===== src/rtl/keypad_pkg.sv =====
// keypad_pkg: shared FSM states, matrix geometry and key-code lookup for the keypad scanner
package keypad_pkg;
    typedef enum logic [1:0] {SCAN, DEB_PRESS, HELD, DEB_REL} state_e;
    localparam int NUM_ROWS = 4;
    localparam int NUM_COLS = 4;
    // Indexed by {row, col}; entry 15 (row 3, col 3) is listed first.
    localparam logic [15:0][3:0] KEY_MAP = '{
        4'hD, 4'hF, 4'h0, 4'hE,
        4'hC, 4'h9, 4'h8, 4'h7,
        4'hB, 4'h6, 4'h5, 4'h4,
        4'hA, 4'h3, 4'h2, 4'h1
    };
    function automatic logic [3:0] code_of(input logic [1:0] row, input logic [1:0] col);
        return KEY_MAP[{row, col}];
    endfunction
endpackage


===== src/rtl/keypad_scanner_if.sv =====
// keypad_scanner_if: keypad pins plus the key interface handed to the game-control logic
interface keypad_scanner_if;
    logic [3:0] rowN;
    logic [3:0] colN;
    logic [3:0] keyPad;
    logic       keyPadValid;
    logic       keyIsPressed;
    modport master (input rowN, output colN, keyPad, keyPadValid, keyIsPressed);
    modport slave  (output rowN, input colN, keyPad, keyPadValid, keyIsPressed);
endinterface


===== src/rtl/keypad_sync.sv =====
// keypad_sync: two-flop synchroniser for the asynchronous keypad rows, idles at all-ones (no key)
module keypad_sync #(
    parameter int WIDTH = 4
) (
    input  logic             clk,
    input  logic             resetN,
    input  logic [WIDTH-1:0] d_i,
    output logic [WIDTH-1:0] q_o
);
    logic [WIDTH-1:0] meta_q, sync_q;
    // Two register stages to resolve metastability before any decision uses the rows.
    always_ff @(posedge clk or negedge resetN) begin
        if (!resetN) begin
            meta_q <= '1;
            sync_q <= '1;
        end else begin
            meta_q <= d_i;
            sync_q <= meta_q;
        end
    end
    assign q_o = sync_q;
endmodule


===== src/rtl/keypad_scanner.sv =====
// keypad_scanner: 4x4 active-low keypad scan, debounce and hex encode; KEYPAD_AUTOREPEAT_EN adds held-key repeat pulses
module keypad_scanner
    import keypad_pkg::*;
#(
    parameter int SCAN_DIV       = 25000,
    parameter int DEBOUNCE_SCANS = 20,
    parameter int REPEAT_TICKS   = 250
) (
    input logic        clk,
    input logic        resetN,
    keypad_scanner_if.master kp
);
    localparam int CW = $clog2(SCAN_DIV);
    localparam int DW = $clog2(DEBOUNCE_SCANS + 1);

    if (SCAN_DIV < 4 || DEBOUNCE_SCANS < 2 || REPEAT_TICKS < 1) begin : g_bad_params
        $error("keypad_scanner: illegal parameters");
    end

    logic [3:0]    rs;
    logic [CW-1:0] cnt_q, cnt_d;
    logic [1:0]    col_q, row_q, low_row;
    logic [DW-1:0] deb_q;
    logic [3:0]    key_q;
    logic          valid_q, pressed_q;
    state_e        state_q;
    logic          sample, any_low, same_row, cand_low, deb_last, rep_fire;

    keypad_sync #(.WIDTH(NUM_ROWS)) u_sync (
        .clk    (clk),
        .resetN (resetN),
        .d_i    (kp.rowN),
        .q_o    (rs)
    );

    assign sample   = cnt_q == CW'(SCAN_DIV - 1);
    assign cnt_d    = sample ? '0 : cnt_q + 1'b1;
    assign any_low  = rs != 4'hF;
    assign low_row  = !rs[0] ? 2'd0 : !rs[1] ? 2'd1 : !rs[2] ? 2'd2 : 2'd3;
    assign same_row = any_low && low_row == row_q;
    assign cand_low = !rs[row_q];
    assign deb_last = deb_q == DW'(DEBOUNCE_SCANS - 1);

    // Column slot timer; the last count of each slot is the sample instant.
    always_ff @(posedge clk or negedge resetN) begin
        if (!resetN) cnt_q <= '0;
        else         cnt_q <= cnt_d;
    end

`ifdef KEYPAD_AUTOREPEAT_EN
    localparam int RW = $clog2(REPEAT_TICKS + 1);
    logic [RW-1:0] rep_q, rep_d;
    logic          rep_last;
    assign rep_last = rep_q == RW'(REPEAT_TICKS - 1);
    assign rep_fire = state_q == HELD && sample && cand_low && rep_last;
    assign rep_d    = state_q != HELD ? '0 : (sample && cand_low) ? (rep_last ? '0 : rep_q + 1'b1) : rep_q;
    // Counts held samples; idles at zero outside HELD so every hold starts a fresh period.
    always_ff @(posedge clk or negedge resetN) begin
        if (!resetN) rep_q <= '0;
        else         rep_q <= rep_d;
    end
`else
    assign rep_fire = 1'b0;
`endif

    // Scan/debounce FSM; the column is frozen while a candidate key is being tracked.
    always_ff @(posedge clk or negedge resetN) begin
        if (!resetN) begin
            state_q   <= SCAN;
            col_q     <= '0;
            row_q     <= '0;
            deb_q     <= '0;
            key_q     <= '0;
            valid_q   <= 1'b0;
            pressed_q <= 1'b0;
        end else begin
            valid_q <= rep_fire;
            if (sample) begin
                case (state_q)
                    SCAN: begin
                        if (any_low) begin
                            row_q   <= low_row;
                            deb_q   <= DW'(1);
                            state_q <= DEB_PRESS;
                        end else begin
                            col_q <= col_q + 1'b1;
                        end
                    end
                    DEB_PRESS: begin
                        if (!same_row) begin
                            state_q <= SCAN;
                            col_q   <= col_q + 1'b1;
                        end else if (deb_last) begin
                            state_q   <= HELD;
                            key_q     <= code_of(row_q, col_q);
                            valid_q   <= 1'b1;
                            pressed_q <= 1'b1;
                            deb_q     <= '0;
                        end else begin
                            deb_q <= deb_q + 1'b1;
                        end
                    end
                    HELD: begin
                        if (!cand_low) begin
                            deb_q   <= DW'(1);
                            state_q <= DEB_REL;
                        end
                    end
                    DEB_REL: begin
                        if (cand_low) begin
                            state_q <= HELD;
                            deb_q   <= '0;
                        end else if (deb_last) begin
                            state_q   <= SCAN;
                            pressed_q <= 1'b0;
                            col_q     <= col_q + 1'b1;
                            deb_q     <= '0;
                        end else begin
                            deb_q <= deb_q + 1'b1;
                        end
                    end
                    default: state_q <= SCAN;
                endcase
            end
        end
    end

    assign kp.colN         = ~(4'b0001 << col_q);
    assign kp.keyPad       = key_q;
    assign kp.keyPadValid  = valid_q;
    assign kp.keyIsPressed = pressed_q;
endmodule

===== src/flat_wrapper.sv =====
// flat-port wrapper written by rule: the top's interface ports become plain ports
module keypad_scanner_flat import keypad_pkg::*;
#(
    parameter int SCAN_DIV       = 25000,
    parameter int DEBOUNCE_SCANS = 20,
    parameter int REPEAT_TICKS   = 250
)
  (clk, resetN, kp_rowN, kp_colN, kp_keyPad, kp_keyPadValid, kp_keyIsPressed);
  keypad_scanner_if kp_i ();
  input logic clk;
  input logic resetN;
  input wire logic [$bits(kp_i.rowN)-1:0] kp_rowN;
  output wire logic [$bits(kp_i.colN)-1:0] kp_colN;
  output wire logic [$bits(kp_i.keyPad)-1:0] kp_keyPad;
  output wire logic [$bits(kp_i.keyPadValid)-1:0] kp_keyPadValid;
  output wire logic [$bits(kp_i.keyIsPressed)-1:0] kp_keyIsPressed;
  assign kp_i.rowN = kp_rowN;
  assign kp_colN = kp_i.colN;
  assign kp_keyPad = kp_i.keyPad;
  assign kp_keyPadValid = kp_i.keyPadValid;
  assign kp_keyIsPressed = kp_i.keyIsPressed;
  keypad_scanner #(.SCAN_DIV(SCAN_DIV), .DEBOUNCE_SCANS(DEBOUNCE_SCANS), .REPEAT_TICKS(REPEAT_TICKS)) u_core (.clk(clk), .resetN(resetN), .kp(kp_i));
endmodule

===== config.mk =====
export PLATFORM = sky130hd
export DESIGN_NAME = keypad_scanner_flat
export DESIGN_NICKNAME = d
export VERILOG_FILES = /design/src/rtl/keypad_pkg.sv /design/src/rtl/keypad_scanner_if.sv /design/src/rtl/keypad_sync.sv /design/src/rtl/keypad_scanner.sv /design/src/flat_wrapper.sv
export SDC_FILE = /design/constraint.sdc
export NUM_CORES = 1
export LEC_CHECK = 0
export CORE_ASPECT_RATIO = 2
export CORE_UTILIZATION = 55
export DETAILED_ROUTE_END_ITERATION = 10
export HOLD_SLACK_MARGIN = 0.1
export PLACE_DENSITY = 0.79
export SKIP_LAST_GASP = 1
export SLEW_MARGIN = 20
export SYNTH_ARGS = -nofsm -noshare
export SYNTH_HDL_FRONTEND = slang
export SYNTH_SLANG_ARGS = --single-unit

===== constraint.sdc =====
create_clock -name clk -period 2.75 [get_ports clk]
set_clock_uncertainty 0.05 [all_clocks]
set_input_delay 0.4125 -clock clk [delete_from_list [all_inputs] [get_ports clk]]
set_output_delay 0.4125 -clock clk [all_outputs]
set_load 0.02 [all_outputs]

# After elaboration in Yosys (flattened, before gate mapping)
# Memory sizes are Yosys's and may differ from the RTL's. A register that Yosys moved wholly into a read port is not among the register bits.
# Cells that the tools add are included.
dict set report totals {
  reg_bits 36
  latch_bits 0
  ram_bits 0
  mem_bits_ro 64
  input_bits 6
  output_inout_bits 10
  elab_cells 77
  n_memories 1
}
dict set report op_classes {
  n_addsub 3
  multipliers 0
  div 0
  magnitude_cmp 1
  eq_ne 17
  shifts 1
  n_mux 33
  n_bitwise 1
  reduce_logical 11
}
# memory words width read_ports rd_clocked_by_memory_dff wr line_no
set mem_list {}
lappend mem_list {{(no name shown)} 16 4 1 1 0 keypad_pkg.sv:14} ;# return KEY_MAP[{row, col}];
# cell n
set ops {}
lappend ops {{$mux 5} 5}
lappend ops {{$mux 2} 12}
lappend ops {{$pmux 5 s4} 1}
lappend ops {{$add 15x1->15 const B} 1}
lappend ops {{$eq 15x15->1 const B} 1}
lappend ops {{$mux 15} 1}
lappend ops {{$ne 2x1->1 const B} 6}
lappend ops {{$reduce_and 6->1} 2}
lappend ops {{$mux 1} 10}
lappend ops {{$pmux 2 s4} 1}
lappend ops {{$reduce_and 4->1} 2}
lappend ops {{$pmux 2 s3} 1}
lappend ops {{$add 5x1->5 const B} 1}
lappend ops {{$eq 5x5->1 const B} 1}
lappend ops {{$reduce_and 5->1} 1}
lappend ops {{$eq 2x2->1 const B} 2}
lappend ops {{$ne 2x2->1 const B} 2}
lappend ops {{$ne 4x4->1 const B} 1}
lappend ops {{$not 4->4} 1}
lappend ops {{$shl 1x2->4 const A} 1}
lappend ops {{$lt 2x3->1 const B} 1}
lappend ops {{$ne 3x2->1 const B} 1}
lappend ops {{$ne 3x3->1 const B} 1}
lappend ops {{$reduce_and 3->1} 1}
lappend ops {{other kinds (10)} 10}

# Depth between registers and ports, before layout
# Gate-level depths: netlist of run 1.
dict set report logic_depth {
  word_depth 8
  ltp_mapped 7
  ltp_nobuf 6
}

# By module
# From an unflattened synthesis of run 1, not the netlist that was laid out.
dict set report unflattened {
  cells_unflattened 198
  hier_area_um2 2055.7
}
# mod n_inst cells_each area_per_inst_um2 seq_area_each_um2
set by_module_without_submodules {}
lappend by_module_without_submodules {keypad_scanner 1 190 1845.5 800.8}
lappend by_module_without_submodules {keypad_sync 1 8 210.2 210.2}

# Least setup slack after synthesis of run 1
# OpenSTA, ideal clock, no wires.
dict set report synth_path {
  path_type {reg-to-reg}
  startpoint {register u_core.cnt_q[9]}
  endpoint {register u_core.col_q[1]}
  setup_time_ps 128
  arrival_time_ps 2024
  t_required_ps 2572
  path_slack_ps 548
  stages_incl_launch_ff 7
  path_buffers 1
  period_less_slack_ps 2202
  path_cell_list {dfrtp_1 -> or4b_4 -> nor4_4 -> buf_4 -> nand2_2 -> a211oi_4 -> mux2_1}
}
dict set report synth_between {
  elab_chain_cells 2
}
# item line_no
set synth_lines {}
lappend synth_lines {{start: declaration} keypad_scanner.sv:21} ;# logic [CW-1:0] cnt_q, cnt_d;
lappend synth_lines {{start signal: assignment} keypad_scanner.sv:47} ;# else cnt_q <= cnt_d;
lappend synth_lines {{$eq 15x15->1} keypad_scanner.sv:36} ;# assign sample = cnt_q == CW'(SCAN_DIV - 1);
lappend synth_lines {{$reduce_and 6->1 (no source line)} n/a}
lappend synth_lines {{end signal: assignment} keypad_scanner.sv:86} ;# col_q <= col_q + 1'b1;
lappend synth_lines {{end signal: assignment} keypad_scanner.sv:92} ;# col_q <= col_q + 1'b1;
lappend synth_lines {{end signal: assignment} keypad_scanner.sv:116} ;# col_q <= col_q + 1'b1;
lappend synth_lines {{end: declaration} keypad_scanner.sv:22} ;# logic [1:0] col_q, row_q, low_row;
# No other way between the ends.
# A chain may end at the register's enable or synchronous reset.

# Final worst setup path of run 1
dict set report layout_path {
  startpoint {register u_core.cnt_q[10]}
  endpoint {register u_core.deb_q[4]}
}
dict set report layout_between {
  elab_chain_cells 2
}
# item line_no
set layout_lines {}
lappend layout_lines {{$eq 15x15->1} keypad_scanner.sv:36}
lappend layout_lines {{$reduce_and 4->1 (no source line)} n/a}
lappend layout_lines {{end signal: assignment} keypad_scanner.sv:100} ;# deb_q <= deb_q + 1'b1;
lappend layout_lines {{end signal: assignment} keypad_scanner.sv:119} ;# deb_q <= deb_q + 1'b1;
lappend layout_lines {{end: declaration} keypad_scanner.sv:23} ;# logic [DW-1:0] deb_q;
# No other way between the ends.

==> impl_metrics.ini, run 1 <==
[job]
max-cap-violations = 0

[critical_path]
worstPathMaxFanout = 6
critical_path_required_ps = 2930
critical-path-slowest-cell = or4b_4
crit_buf_inv = 0
criticalPathCategory = flip-flop to flip-flop
worst_path_largest_cell_delay_ps = 560
cp_data_arrival_time_ps = 2620
cp_capture_type = flip-flop
crit_path_cell_trace = or4b_4 -> nor4_4 -> o221ai_2 -> or4_1 -> nand3_1
cp_top_family = simple AND/OR/NAND/NOR gates
worstSetupStartpointType = flip-flop

[synthesis]
synth_top_area_cell = dfrtp_1
synth_area_um2 = 2060
synthArstFlopShare = 1.00
postSynthAreaPerCell_um2 = 10.6
post_synth_inst_count = 194
synth.top_cells.by_area = dfrtp_1 39%, dfstp_2 10%, ha_1 4.9%, nand2_1 4.0%, nand3_1 3.6%
postSynthNetCount = 208
synth_top_area_share = 0.388
ys_types = 48
ys_seq_area_frac = 0.490
synth-seq-cells = 40
synth-warning-count = 0
synth-edff-count = 0
synthFlopType = dfrtp_1

[timing]
slew-limit-headroom = 0.435
max_slew.worst_pin.slew_ps = 847
clock.fmax_mhz = 409
unrepaired_setup_endpoints_after_global_routing = no
finalWorstPathRequiredPeriod_ps = 2440
finalHoldViolations = 0
drv_slew = 0
setup_viol = 0
fin_tns_setup_ps = 0
period_share = 0.889

[grt]
grt_util_met3 = 0.0388
grt_overflow = 0
grt_max_degree = 41
met1_usage = 0.239
grt_most_used_layer = met2
gr_layer_usage_met2 = 0.436
grt_pass1_wl_mm = 6.67
groute.usage.overall = 0.234
grt_pass1_vias = 1527
grt_antenna_before_repair = 0

[clock_network]
cts_resized = 0
cts_hold_buffers = 0
tritoncts_num_sinks = 40
postCtsSetupRepairBufs = 0
cts_buffer_depth = 2
clock_insertion_delay_worst_skew_ps = 290
cts_tree = yes
clkTransAtPathRegs_ps = 80
clockRootBuffer = clkbuf_8
h-tree-depth = 2
cts_buffers = 5

[final_layout]
final_nets = 229
most_frequent_standard_cell_in_the_layout_excluding_fill_and_tap_cells = dfrtp_1
areaGrowthSynthToFinish_pct = 15.5
stdcell_area_um2 = 2380
proportion_of_layout_cells_with_a_drive_suffix_above_1 = 0.171
most-common-layout-cells = 32 x dfrtp_1, 22 x nand2_1, 15 x nand3_1
seq_area_um2 = 1010
fillers = 290
antenna_cells = 0
area_used_by_multi_input_combinational_logic_um2 = 993

[drt]
detail-route-antenna-nets = 0
routed-via-count = 1499
drt-total-wl_mm = 4.08
vias_per_instance = 5.66
number_of_remaining_drc_errors = 0
drtIter0Drc = 20
dr.pass1.iters = 4
avgRoutedWirePerCell_um = 15.4

[floorplan]
fp.dieArea_um2 = 4010
core_region_area_um2 = 3610
design.portCount = 16
die_w_um = 45.3
start_util = 0.572
die_height_um = 88.6
row_count = 31

[power_and_ir_drop]
share_seq_of_total_power = 0.548
pwr_density_cell_nw_per_um2 = 462
p_leak_uw = 0.00102
ir_worst_vdd_uv = 423
combinationalPowerShare = 0.024
clockPowerShare = 0.428
p_sw_frac = 0.203
power_switching_uw = 223
internal_power_uw = 877

[hold_path]
holdCritPathClass = primary input to async pin

[placement]
dpl-instance-area_um2 = 2270
detailed_place_hpwl_mm = 3.01
gp_routability_congestion = 0.836
port_buffers = 15

[status]
result_of_the_run = completed
power groups by stage:
stage	Clock, uW	Combinational [uW]	Sequential (uW)
after global routing	508	30.6	604
after floorplan	0	7.82	613
final	471	26.2	603
after CTS	483	27.4	603
after global placement	0	26.0	613
after detailed placement	0	27.3	614
registers in the layout (all words and copies together), names as in the netlist, 2 cells and up:
name,cells
u_core.cnt_q,15
u_core.col_q,2
u_core.deb_q,5
u_core.kp.keyPad,4
u_core.row_q,2
u_core.state_q,2
u_core.u_sync.meta_q,4
u_core.u_sync.q_o,4
cells in the mapped netlist, types with 3 or more instances:
master and number:
a21oi_1 4, dfrtp_1 32, dfstp_2 8, ha_1 8
inv_1 10, mux2i_1 3, nand2_1 22, nand3_1 15
nand4_1 4, nor2_1 11, nor3_1 3, o21ai_0 11
o21ai_1 6, or4bb_1 3, xnor2_1 4, xor2_1 8
logic make-up (layout without fill, tap and decap cells):
family,after synthesis,count (layout),share of synthesized area
compound gates,31,31,0.103
xor+xnor,12,12,0.0510
fa+ha+maj,8,8,0.0485
buf+inv,14,36,0.0279
flops,40,40,0.490
mux,8,8,0.0528
simple gates,81,81,0.227
worst paths after layout:
check / startpoint / endpoint / slack [ps] / cells after the start
worst min register to register: u_core.u_sync.meta_q[3] / u_core.u_sync.q_o[3] / 310 / 0
worst min-delay path: resetN / u_core.kp.keyPad[3] / 170 / 1
min in group clk: u_core.u_sync.meta_q[3] / u_core.u_sync.q_o[3] / 310 / 0
worst max register to register: u_core.cnt_q[10] / u_core.deb_q[4] / 310 / 5
max in group asynchronous: resetN / u_core.cnt_q[14] / 1950 / 1
worst max-delay path: u_core.cnt_q[10] / u_core.deb_q[4] / 310 / 5
routing by layer:
layer | share of wire | vias up
li1 | - | 731
met1 | 0.37 | 714
met2 | 0.57 | 44
met3 | 0.027 | 10
met4 | 0.027 | 0
met5 | 0 | -
final cells by class:
| class | count | area share |
|---|---|---|
| Clock inverter | 3 | 0.0179 |
| Multi-Input combinational cell | 140 | 0.417 |
| Tap cell | 49 | 0.0257 |
| Timing Repair Buffer | 18 | 0.0704 |
| Sequential cell | 40 | 0.424 |
| Clock buffer | 5 | 0.0289 |
| Inverter | 10 | 0.0158 |
per-stage QoR:
stage	setup WS [ps]	power, uW	std cells	hold WS, ps	util
global placement	455	639	257	296	0.630
detailed placement	335	641	257	297	0.630
finish	306	1100	265	171	0.660
global route	251	1140	265	243	0.660
floorplan	548	621	194	66.9	-
CTS	316	1110	265	204	0.660
Power figures use the tool's default switching activity.
==> run 2, diff against run 1 <==
--- a/config.mk
+++ b/config.mk
@@ -6,12 +6,13 @@
 export NUM_CORES = 1
 export LEC_CHECK = 0
 export CORE_ASPECT_RATIO = 2
-export CORE_UTILIZATION = 55
+export CORE_UTILIZATION = 52
 export DETAILED_ROUTE_END_ITERATION = 10
 export HOLD_SLACK_MARGIN = 0.1
-export PLACE_DENSITY = 0.79
+export PLACE_DENSITY = 0.83
 export SKIP_LAST_GASP = 1
 export SLEW_MARGIN = 20
 export SYNTH_ARGS = -nofsm -noshare
 export SYNTH_HDL_FRONTEND = slang
+export SYNTH_HIERARCHICAL = 1
 export SYNTH_SLANG_ARGS = --single-unit
==> constraint.sdc (replaced) <==
create_clock -name clk -period 2 [get_ports clk]
set_clock_uncertainty 0.05 [all_clocks]
set_input_delay 0.3 -clock clk [delete_from_list [all_inputs] [get_ports clk]]
set_output_delay 0.3 -clock clk [all_outputs]
set_load 0.02 [all_outputs]
==> run 2 against run 1 <==
Against the previous run:
- the flow now finishes with violations (negative setup slack)
- critical path type unchanged
- critical path depth unchanged
- highest routed layer unchanged
- sequential power increased by 37%
- combinational power increased by 90%
- sequential share of layout area decreased by 5.7 points
==> impl_metrics.ini, run 2 <==
[floorplan]
start_util = 0.540
fp.dieArea_um2 = 4220
row_count = 32
die_w_um = 46.5
core_region_area_um2 = 3800
design.portCount = 16
die_height_um = 90.9

[critical_path]
cp_data_arrival_time_ps = 2230
crit_buf_inv = 0
r2r.worst_path.cells = 5
criticalPathCategory = flip-flop to flip-flop
cp_top_family = simple AND/OR/NAND/NOR gates
crit_start = u_core/cnt_q[6]
cp_capture_type = flip-flop
r2r_end = u_core/col_q[1]
setup.reg_to_reg.worst_slack_ps = -100
worst_path_largest_cell_delay_ps = 550
crit_path_cell_trace = or4_4 -> nor4_4 -> o21ai_1 -> a311oi_2 -> mux2_4
worstPathMaxFanout = 3
reg2reg_from = u_core/cnt_q[6]
critical-path-slowest-cell = or4_4
critical_path_required_ps = 2140
worstSetupStartpointType = flip-flop

[timing]
max_slew.worst_pin.slew_ps = 462
finalHoldViolations = 0
clock.fmax_mhz = 477
drv_slew = 0
finalWorstPathRequiredPeriod_ps = 2100
final.setup.worst_slack_ps = -96.3
setup_viol = 6
unrepaired_setup_endpoints_after_global_routing = yes
period_share = 1.05
slew-limit-headroom = 0.692
final.hold.worst_slack_ps = 306

[final_layout]
areaGrowthSynthToFinish_pct = 33.9
fillers = 271
final_nets = 269
antenna_cells = 0
most-common-layout-cells = 37 x buf_4, 31 x dfrtp_1, 19 x nand2_1
largest_register_ff_count = 15
proportion_of_layout_cells_with_a_drive_suffix_above_1 = 0.281
reg_top3 = u_core/cnt_q: 15 flops, u_core/deb_q: 5 flops
max_flop_register = u_core/cnt_q
stdcell_area_um2 = 2750
most_frequent_standard_cell_in_the_layout_excluding_fill_and_tap_cells = buf_4
fin_util = 0.724

[clock_network]
clockRootBuffer = clkbuf_8
cts_buffers = 5
tritoncts_num_sinks = 40
cts_buffer_depth = 2
h-tree-depth = 2
cts_tree = yes
clock_insertion_delay_worst_skew_ps = 300
clkTransAtPathRegs_ps = 80

[power_and_ir_drop]
pwr_density_cell_nw_per_um2 = 580
p_leak_uw = 0.00125
ir_worst_vdd_uv = 911

[synthesis]
postSynthNetCount = 212
synth_top_area_share = 0.390
synth.top_cells.by_area = dfrtp_1 39%, dfstp_2 10%, ha_1 4.9%, nand2_1 3.7%, xnor2_1 3.0%
post_synth_inst_count = 198
ys_seq_area_frac = 0.492
synth_area_um2 = 2060
yosys-top-cells-count = 32 x dfrtp_1, 20 x nand2_1, 15 x inv_1
synth-edff-count = 0
synth-seq-cells = 40
postSynthAreaPerCell_um2 = 10.4
synthFlopType = dfrtp_1
synth_top_area_cell = dfrtp_1
synth-warning-count = 6
synth.most_common_cell = dfrtp_1
ys_types = 47
synthArstFlopShare = 1.00

[placement]
detailed_place_hpwl_mm = 3.21
port_buffers = 15
gp_routability_congestion = 0.839
dpl-instance-area_um2 = 2510

[grt]
grt_pass1_vias = 1760
grt_max_degree = 22
grt_antenna_before_repair = 0
grt_pass1_wl_mm = 7.51
grt_overflow = 0
groute.usage.overall = 0.246

[hold_path]
holdCritPathClass = flip-flop to flip-flop
worst_min_path_start = u_core/u_sync/meta_q[0]
worst_hold_path_cells = 0
whs_endpoint = u_core/u_sync/q_o[0]

[status]
failed_checks = negative setup slack
result_of_the_run = finished with violations

[drt]
avgRoutedWirePerCell_um = 14.9
drt-total-wl_mm = 4.57
routed-via-count = 1705
number_of_remaining_drc_errors = 0
dr.pass1.iters = 4
vias_per_instance = 5.55
drtIter0Drc = 38
detail-route-antenna-nets = 0

[job]
max-cap-violations = 0
## run 2: cell count changes after synthesis, sizes merged, moves of 4 or more
cell,delta
a21oi,+7
a31oi,+4
inv,+5
nand3,-7
o21ai,-8
## run 2: how the worst max path moves through the flow
stage          slack, ps                   to  depth (start not counted)
2_1_floorplan        -80  u_core/kp.keyPad[0]                          6
3_3_place_gp         -40      u_core/col_q[1]                          5
3_5_place_dp        -130      u_core/col_q[1]                          5
4_1_cts              -90           kp_colN[0]                          4
5_1_grt             -150      u_core/col_q[1]                          5
6_report            -100      u_core/col_q[1]                          5
## run 2: timing repair
action | CTS | global route
pin swaps | 0 | 4
setup endpoints to repair | 13 | 16
hold buffers | 1 | 0
setup buffers | 7 | 3
gates resized for setup | 7 | 8
gates cloned | 0 | 0
endpoints found under the hold margin | 11 | 0
## run 2: logic make-up (layout without fill, tap and decap cells)
logic type      after synthesis  count (layout)  share of synthesized area
simple gates                 68              68                      0.181
compound gates               40              40                      0.128
flops                        40              40                      0.492
buf+inv                      21              79                     0.0420
xor+xnor                     13              13                     0.0554
fa+ha+maj                     8               8                     0.0487
mux                           8               8                     0.0523
## run 2: area by class of cell
type / count / area (um^2) / area share
Sequential cell: 40 / 1010 / 0.368
Tap cell: 51 / 63.8 / 0.0232
Inverter: 15 / 56.3 / 0.0205
Clock buffer: 7 / 96.3 / 0.0350
Clock inverter: 1 / 30.0 / 0.0109
Timing Repair Buffer: 56 / 478 / 0.174
Multi-Input combinational cell: 137 / 1020 / 0.369
## run 2: routing by layer
layer  vias up  track usage  wire length, um
met1       834        0.261             1560
met3        14       0.0360              155
met2        49        0.421             2700
met5         -            0                0
met4         0        0.142              153
li1        808            -                -
## run 2: report_power, final
| part | internal, uW | total, uW | switching, uW | leakage (uW) |
|---|---|---|---|---|
| clock | 440 | 718 | 278 | 0.0000645 |
| sequential | 823 | 829 | 5.96 | 0.000515 |
| combinational | 21.9 | 49.9 | 28.0 | 0.000673 |
## run 2: per-stage QoR
step                setup slack (ps)  std cells  total power (uW)  TNS [ps]
finish                         -96.3        307              1600      -212
global route                    -150        307              1630      -707
CTS                            -92.7        306              1610      -154
detailed placement              -128        290               893      -337
global placement               -40.4        290               891     -40.8
floorplan                      -84.9        198               854      -111
